==> src/rtl/nibble_serial_adder_ctrl.sv <==
// Multi-cycle WIDTH-bit adder that reuses one 4-bit ripple-carry slice, one nibble per cycle,
// with a start/busy/done handshake and a result held until the next accepted start.
//
// state | meaning
// IDLE  | waiting for start
// ADD   | one nibble per cycle through the slice, carry chained in a register
// DONE  | one-cycle result-valid pulse; start here restarts immediately
module nibble_serial_adder_ctrl #(
    parameter int WIDTH = 16
) (
    input  logic             clk,
    input  logic             reset,
    input  logic             start,
    input  logic [WIDTH-1:0] a,
    input  logic [WIDTH-1:0] b,
    input  logic             cin,
    output logic             busy,
    output logic             done,
    output logic [WIDTH-1:0] sum,
    output logic             cout,
    output logic             ovf
);

    localparam int NIBBLES = WIDTH / 4;
    localparam int IW      = (NIBBLES > 1) ? $clog2(NIBBLES) : 1;
    localparam logic [IW-1:0] LAST = IW'(NIBBLES - 1);

    typedef enum logic [1:0] {IDLE, ADD, DONE} state_t;

    state_t           state, state_d;
    logic             accept;
    logic [IW-1:0]    idx;
    logic             carry;
    logic [WIDTH-1:0] opa, opb;
    logic [3:0]       nib_a, nib_b, slice_s;
    logic [4:0]       slice_c;

    // Four chained full-adder cells; slice_c[3] is the carry into the slice MSB.
    always_comb begin
        nib_a      = opa[{idx, 2'b00} +: 4];
        nib_b      = opb[{idx, 2'b00} +: 4];
        slice_s    = '0;
        slice_c    = '0;
        slice_c[0] = carry;
        for (int i = 0; i < 4; i++) begin
            slice_s[i]   = nib_a[i] ^ nib_b[i] ^ slice_c[i];
            slice_c[i+1] = (nib_a[i] & nib_b[i]) | (slice_c[i] & (nib_a[i] ^ nib_b[i]));
        end
    end

    always_ff @(posedge clk or posedge reset) begin
        if (reset) state <= IDLE;
        else       state <= state_d;
    end

    always_comb begin
        state_d = state;
        busy    = 1'b0;
        done    = 1'b0;
        accept  = 1'b0;
        case (state)
            IDLE: begin
                if (start) begin
                    accept  = 1'b1;
                    state_d = ADD;
                end
            end
            ADD: begin
                busy = 1'b1;
                if (idx == LAST) state_d = DONE;
            end
            DONE: begin
                done = 1'b1;
                if (start) begin
                    accept  = 1'b1;
                    state_d = ADD;
                end else begin
                    state_d = IDLE;
                end
            end
            default: state_d = IDLE;
        endcase
    end

    always_ff @(posedge clk or posedge reset) begin
        if (reset) begin
            opa   <= '0;
            opb   <= '0;
            carry <= 1'b0;
            idx   <= '0;
            sum   <= '0;
            cout  <= 1'b0;
            ovf   <= 1'b0;
        end else if (accept) begin
            opa   <= a;
            opb   <= b;
            carry <= cin;
            idx   <= '0;
        end else if (state == ADD) begin
            sum[{idx, 2'b00} +: 4] <= slice_s;
            carry                  <= slice_c[4];
            if (idx == LAST) begin
                cout <= slice_c[4];
                ovf  <= slice_c[3] ^ slice_c[4];
            end else begin
                idx <= idx + 1'b1;
            end
        end
    end

endmodule

==> config.mk <==
export PLATFORM = sky130hd
export DESIGN_NAME = nibble_serial_adder_ctrl
export DESIGN_NICKNAME = d
export VERILOG_FILES = /design/src/rtl/nibble_serial_adder_ctrl.sv
export SDC_FILE = /design/constraint.sdc
export NUM_CORES = 1
export LEC_CHECK = 0
export ABC_AREA = 1
export CORE_AREA = 3 3 78 80
export CTS_CLUSTER_DIAMETER = 50
export CTS_CLUSTER_SIZE = 16
export DETAILED_ROUTE_END_ITERATION = 8
export DIE_AREA = 0 0 81 83
export DONT_BUFFER_PORTS = 1
export PLACE_DENSITY = 0.67
export SYNTH_ARGS = -nofsm -noshare
export SYNTH_HDL_FRONTEND = slang
export SYNTH_SLANG_ARGS = --single-unit
==> constraint.sdc <==
create_clock -name clk -period 3.1 [get_ports clk]
set_input_delay 0.31 -clock clk [delete_from_list [all_inputs] [get_ports clk]]
set_output_delay 0.31 -clock clk [all_outputs]
set_load 0.02 [all_outputs]
Word-level counts from Yosys, hierarchy flattened
Cells that the tools add are included.
Widths: inputs -> output; s select.
{"block": "word_totals", "reg_bits": 55, "latch_bits": 0, "ram_bits": 0, "mem_bits_ro": 0, "inputBits": 36, "out_inout_bits": 20, "wordCells": 63, "mem_count": 0}
{"block": "op_classes", "n_addsub": 2, "mul": 0, "n_div": 0, "n_lt_le_gt_ge": 0, "eq_ne": 6, "n_shift": 4, "n_mux": 14, "bitwise": 22, "reduce_logical": 7}
{"operator": "$shiftx 16x5->4", "count": 2}
{"operator": "$bwmux 16", "count": 1}
{"operator": "$shift 4x6->16 const A", "count": 1}
{"operator": "$shiftx 4x6->16", "count": 1}
{"operator": "$mux 2", "count": 5}
{"operator": "$xor 1x1->1", "count": 9}
{"operator": "$and 1x1->1", "count": 8}
{"operator": "$mux 1", "count": 7}
{"operator": "$ne 2x2->1 const B", "count": 3}
{"operator": "$neg 4->6", "count": 1}
{"operator": "$pmux 2 s3", "count": 1}
{"operator": "$reduce_and 2->1", "count": 3}
{"operator": "$eq 2x2->1 const B", "count": 2}
{"operator": "$or 1x1->1", "count": 4}
{"operator": "$reduce_and 3->1", "count": 1}
{"operator": "$add 2x1->2 const B", "count": 1}
{"operator": "$eq 2x1->1 const B", "count": 1}
{"operator": "$logic_not 2->1", "count": 1}
{"operator": "$reduce_bool 2->1", "count": 1}
{"operator": "$reduce_or 2->1", "count": 1}
{"operator": "$not 1->1", "count": 1}

Logic depth before layout (Yosys ltp)
{"block": "logic_depth", "word_depth": 12, "mapped_depth": 14, "ltp_nobuf": 12}

Worst setup path after synthesis
Ideal clock, no wire load.
{"block": "synth_path", "path_type": "register to register", "start": "register idx[0]", "end": "register sum[7]", "setup_time_ns": 0.083, "arrival_time_ns": 2.975, "t_required_ns": 3.017, "path_slack_ns": 0.042, "stages_incl_launch_ff": 13, "n_path_buf": 2, "period_less_slack_ns": 3.058, "path_cell_list": "dfrtp_1 buf_4 inv_1 buf_4 nand2_1 o211ai_1 nand2_1 fa_1 fa_1 fa_1 fa_1 nand3_1 o21ai_0"}
{"block": "synth_between", "elab_chain_cells": 11, "elab_cells_between_ends": 23, "cone_classes": "add/sub (1); shift (4); mux (1); bitwise (17)"}
{"item": "start, declared", "line_no": "32", "text": "logic [IW-1:0] idx;"}
{"item": "start signal, assigned", "line_no": "106", "text": "idx <= idx + 1'b1;"}
{"item": "$shiftx 16x5->4, on equally long branches", "line_no": "40, 41"}
{"item": "$xor 1x1->1", "line_no": "46, 47"}
{"item": "$and 1x1->1", "line_no": "47", "text": "slice_c[i+1] = (nib_a[i] & nib_b[i]) | (slice_c[i] & (nib_a[i] ^ nib_b[i]));"}
{"item": "$or 1x1->1", "line_no": "47"}
{"item": "$and 1x1->1", "line_no": "47"}
{"item": "$or 1x1->1", "line_no": "47"}
{"item": "$and 1x1->1", "line_no": "47"}
{"item": "$or 1x1->1", "line_no": "47"}
{"item": "$xor 1x1->1", "line_no": "46", "text": "slice_s[i] = nib_a[i] ^ nib_b[i] ^ slice_c[i];"}
{"item": "$shiftx 4x6->16", "line_no": "100", "text": "sum[{idx, 2'b00} +: 4] <= slice_s;"}
{"item": "$bwmux 16 *", "line_no": "100"}
{"item": "end signal, assigned by index", "line_no": "100"}
{"item": "end, declared", "line_no": "19", "text": "output logic [WIDTH-1:0] sum,"}
Mark *: on every way between the ends. The rest lies on a longest branch, timed or not.
A chain may end at the register's enable or synchronous reset.

Worst setup path in the final report
{"block": "layout_path", "start": "register idx[0]", "end": "register sum[3]"}
The elaborated chain is that of the path after synthesis.

==> results.txt <==
----------------------------------------------------
[Setup path]
  Required time at the worst-slack endpoint ... 3.35 ns
  Reg-to-reg critical path endpoint ... sum[3]$_DFFE_PP0P_
  Worst reg-to-reg setup slack ... 0.18 ns
  Top fanout value on the critical path ... 4
  Reg-to-Reg Start ... idx[0]$_DFFE_PP0P_
  Worst reg-to-reg path cell count ... 11
  Destination of the critical timing path ... sum[3]$_DFFE_PP0P_
  Crit path arrival time ... 3.17 ns
  Critical path launch point type ... register
  Worst setup startpoint ... idx[0]$_DFFE_PP0P_
  Crit end category ... register
  Classification of the worst setup path ... reg2reg

[Floorplan]
  Die boundary height ... roughly 83 um
  Standard cell core area ... 5470 um2
  Placement row count ... 27
  Horizontal die dimension ... about 81 um
  Initial standard-cell utilization of the core ... 49.5%
  I/O Pins ... between 50 and 60
  Die area ... a little under 7000 um2

[Detailed routing]
  DR WL/cell ... 14.0 um
  Remaining antenna violation count after routing ... 0
  Number of violations reported at the end of detailed-routing iteration 0 ... 73
  # DRC ... 0
  Drt total wl ... around 5700 um
  Vias after detailed routing ... ~2100
  Vias per cell ... approximately 5
  Number of detailed-routing iterations run before antenna repair ... 4

[Global routing]
  Vias in the first global route ... between 2000 and 2500
  Number of antenna violations at the first check in global routing ... 0
  Overall Global Routing Usage ... 18.4%
  Grt total ovfl ... 0
  Maximum number of pins on one net before global-route repair ... 49
  First-pass GRT wire length ... a little under 10000 um

[Clock network]
  Count of clock tree sinks ... 55
  Clock transition at the register clock pins on the worst setup and hold paths after CTS ... ~0.10 ns
  Clock insertion delay at the later pin of the skew report ... 0.31 ns
  Clock root buffer ... sky130_fd_sc_hd__clkbuf_8
  Clock tree from TritonCTS ... done
  H-Tree Depth ... 2
  Number of buffers on the longest clock path ... 2
  Number of hold buffers added after cts ... 0
  Number of buffers added by the clock tree synthesis step ... 5

[Timing]
  Hold violation count in the final report ... 0
  Maximum frequency from static timing analysis ... approximately 340 MHz
  Setup TNS after final layout ... 0 ns
  Post-route clock period utilization ... between 90 and 100%
  Worst-Margin Slew ... around 0.84 ns
  Relative slew slack ... about 44%
  Worst clock skew on the final layout ... approximately 0.013 ns
  Slew Limit Fails ... 0
  Final setup violation count ... 0
  RSZ-0062 raised after global routing ... no
  Post-layout min period ... roughly 2.9 ns

[Power]
  Final total power ... ~3.6 mW
  Share of total power consumed by net switching ... between 40% and 50%
  Power Density ... about 1200 nW/um2
  Cell internal power dissipation ... approximately 1.9 mW
  Combinational fraction of design power ... 52.1%
  Maximum ir drop on the vdd rail ... 0.599 mV
  Clock network fraction of design power ... 11.4%
  Sequential fraction of design power ... roughly 36%
  Leak Pwr ... between 1.5 and 2 nW
  Switch Pwr ... between 1.5 and 2 mW

[Layout]
  Post-Layout Cell Count ... between 400 and 500
  Combined area of the multi-input logic cells ... ~1100 um2
  Ratio of cells with drive above 1 in the final layout ... about 8.9%
  Final #Nets ... roughly 380
  FILL cells ... 543
  Area taken by flip-flops and latches ... 1380 um2
  Area grow syn2layout ... 7.15%
  Final cell utilization of the core ... a little over half
  Number of antenna diodes ... 0

[Placed design]
  HPWL Detailed ... about 4200 um
  Placed instance count ... 400
  Number of buffers inserted by port buffering ... 0
  Placer congestion estimate ... just under 0.9

[Yosys]
  Synthesized area per cell ... slightly above 8 um2
  Number of storage elements in the synthesis netlist ... between 50 and 60
  Synth unique cells ... 19
  Most used flip-flop cell after synthesis ... sky130_fd_sc_hd__dfrtp_1
  Synthesized Nets ... approximately 380
  Post-synth EDFFs ... 0
  Share of async-settable or async-resettable flops after synthesis ... between 90% and 100%
  Yosys warning total ... 0
  Seq/Total Area, Yosys ... about half
  Synthesized cell area ... between 2000 and 3000 um2
  Post-synthesis instance total ... around 330

[Status]
  Outcome ... completed

[Worst hold path]
  Path class of the lowest-slack min-delay path ... in2async

[Job]
  Maxcap violations ... 0

----------------------------------------------------
[layer usage]
layer / part of all wire (%) / up-vias / wire length (um) / track usage [%]
met2: 48 / 52 / 2740 / 28.5
met4: 2.3 / 0 / 129 / 6.14
met1: 45 / 968 / 2550 / 24.7
li1: - / 1059 / - / -
met5: 0 / - / 0 / 0
met3: 5.4 / 12 / 307 / 5.21
[what timing repair did]
action	4_1_cts	5_1_grt
setup endpoints to repair	0	5
endpoints found under the hold margin	0	0
setup buffers	0	2
gates resized for setup	0	7
[critical path, stage by stage, from the launching register on]
cell and delay (ns):
sky130_fd_sc_hd__dfrtp_2 0.44, sky130_fd_sc_hd__buf_4 0.15, sky130_fd_sc_hd__o211ai_1 0.17, sky130_fd_sc_hd__nand2_1 0.11, sky130_fd_sc_hd__fa_2 0.37, sky130_fd_sc_hd__fa_2 0.36
sky130_fd_sc_hd__fa_2 0.39, sky130_fd_sc_hd__fa_2 0.58, sky130_fd_sc_hd__nand2_1 0.06, sky130_fd_sc_hd__nor2_1 0.10, sky130_fd_sc_hd__nand2_1 0.05, sky130_fd_sc_hd__nand2_1 0.06
[metrics by stage]
step	hold WS (ns)	area, um2	setup WS [ns]
2_1_floorplan	0.437	2710	0.0424
3_3_place_gp	0.397	2780	0.154
3_5_place_dp	0.398	2780	0.0586
4_1_cts	0.0516	2870	0.0279
5_1_grt	0.0862	2910	0.0116
6_report	0.0232	2910	0.180
[area by class of cell]
cell class	instances	area share, %
repair buffers	12	3.10
inverters	30	3.88
clock buffers	7	2.97
clock inverters	1	0.301
multi-input cells	233	39.2
flip-flops and latches	55	47.4
well taps	72	3.10
[flip-flops by register name, summed over array words and instances, names as in the netlist]
name / count
opa: 16
opb: 16
sum: 16
idx: 2
state: 2
carry: 1
cout: 1
ovf: 1
[placed cells by master, fill, tap and decap left out, types with 3 or more instances in the layout]
cell	n
sky130_fd_sc_hd__nand2_1	120
sky130_fd_sc_hd__dfrtp_1	54
sky130_fd_sc_hd__nand3_1	33
sky130_fd_sc_hd__nor2_1	31
sky130_fd_sc_hd__inv_1	27
sky130_fd_sc_hd__a21oi_1	12
sky130_fd_sc_hd__o211ai_1	12
sky130_fd_sc_hd__buf_4	12
sky130_fd_sc_hd__o21ai_0	10
sky130_fd_sc_hd__ha_1	6
sky130_fd_sc_hd__clkbuf_8	6
sky130_fd_sc_hd__fa_2	4
sky130_fd_sc_hd__inv_2	3
[power groups by stage]
| stage | registers [mW] | logic [mW] | clock network (mW) |
|---|---|---|---|
| CTS | 1.32 | 1.77 | 0.420 |
| global route | 1.35 | 2.18 | 0.457 |
| detailed placement | 1.33 | 1.76 | 0 |
| finish | 1.31 | 1.88 | 0.410 |
| floorplan | 1.27 | 1.39 | 0 |
| global placement | 1.32 | 1.71 | 0 |
[synthesized netlist by cell type (3+ instances only)]
cell type,number,area share [%]
sky130_fd_sc_hd__a21oi_1,12,2.2
sky130_fd_sc_hd__buf_2,3,0.55
sky130_fd_sc_hd__buf_4,5,1.4
sky130_fd_sc_hd__buf_6,3,1.2
sky130_fd_sc_hd__clkbuf_1,3,0.42
sky130_fd_sc_hd__dfrtp_1,55,51
sky130_fd_sc_hd__fa_1,4,3.0
sky130_fd_sc_hd__ha_1,6,2.8
sky130_fd_sc_hd__inv_1,29,4.0
sky130_fd_sc_hd__nand2_1,120,17
sky130_fd_sc_hd__nand3_1,34,6.3
sky130_fd_sc_hd__nor2_1,31,4.3
sky130_fd_sc_hd__o211ai_1,12,3.3
sky130_fd_sc_hd__o21ai_0,10,1.8
[logic make-up (layout without fill, tap and decap cells)]
group	Yosys count	count (layout)	synth area share, %
adder cells (fa/ha/maj)	10	10	5.72
flip-flops	55	55	50.8
XOR/XNOR	1	1	0.323
AO/OA/AOI/OAI	34	34	7.38
AND/OR/NAND/NOR	188	188	28.1
buffers and inverters	44	50	7.75
[worst min path at each step]
stage                        start             endpoint  slack [ns]  cells after the start
6_report                     reset  sum[14]$_DFFE_PP0P_        0.02                      1
3_3_place_gp                 reset  sum[14]$_DFFE_PP0P_        0.40                      1
5_1_grt                      reset  sum[14]$_DFFE_PP0P_        0.09                      1
3_5_place_dp                 reset  sum[14]$_DFFE_PP0P_        0.40                      1
4_1_cts                      reset  sum[14]$_DFFE_PP0P_        0.05                      1
2_1_floorplan  opa[15]$_DFFE_PP0P_  opa[15]$_DFFE_PP0P_        0.44                      2
(Power assumes the default switching activity.)
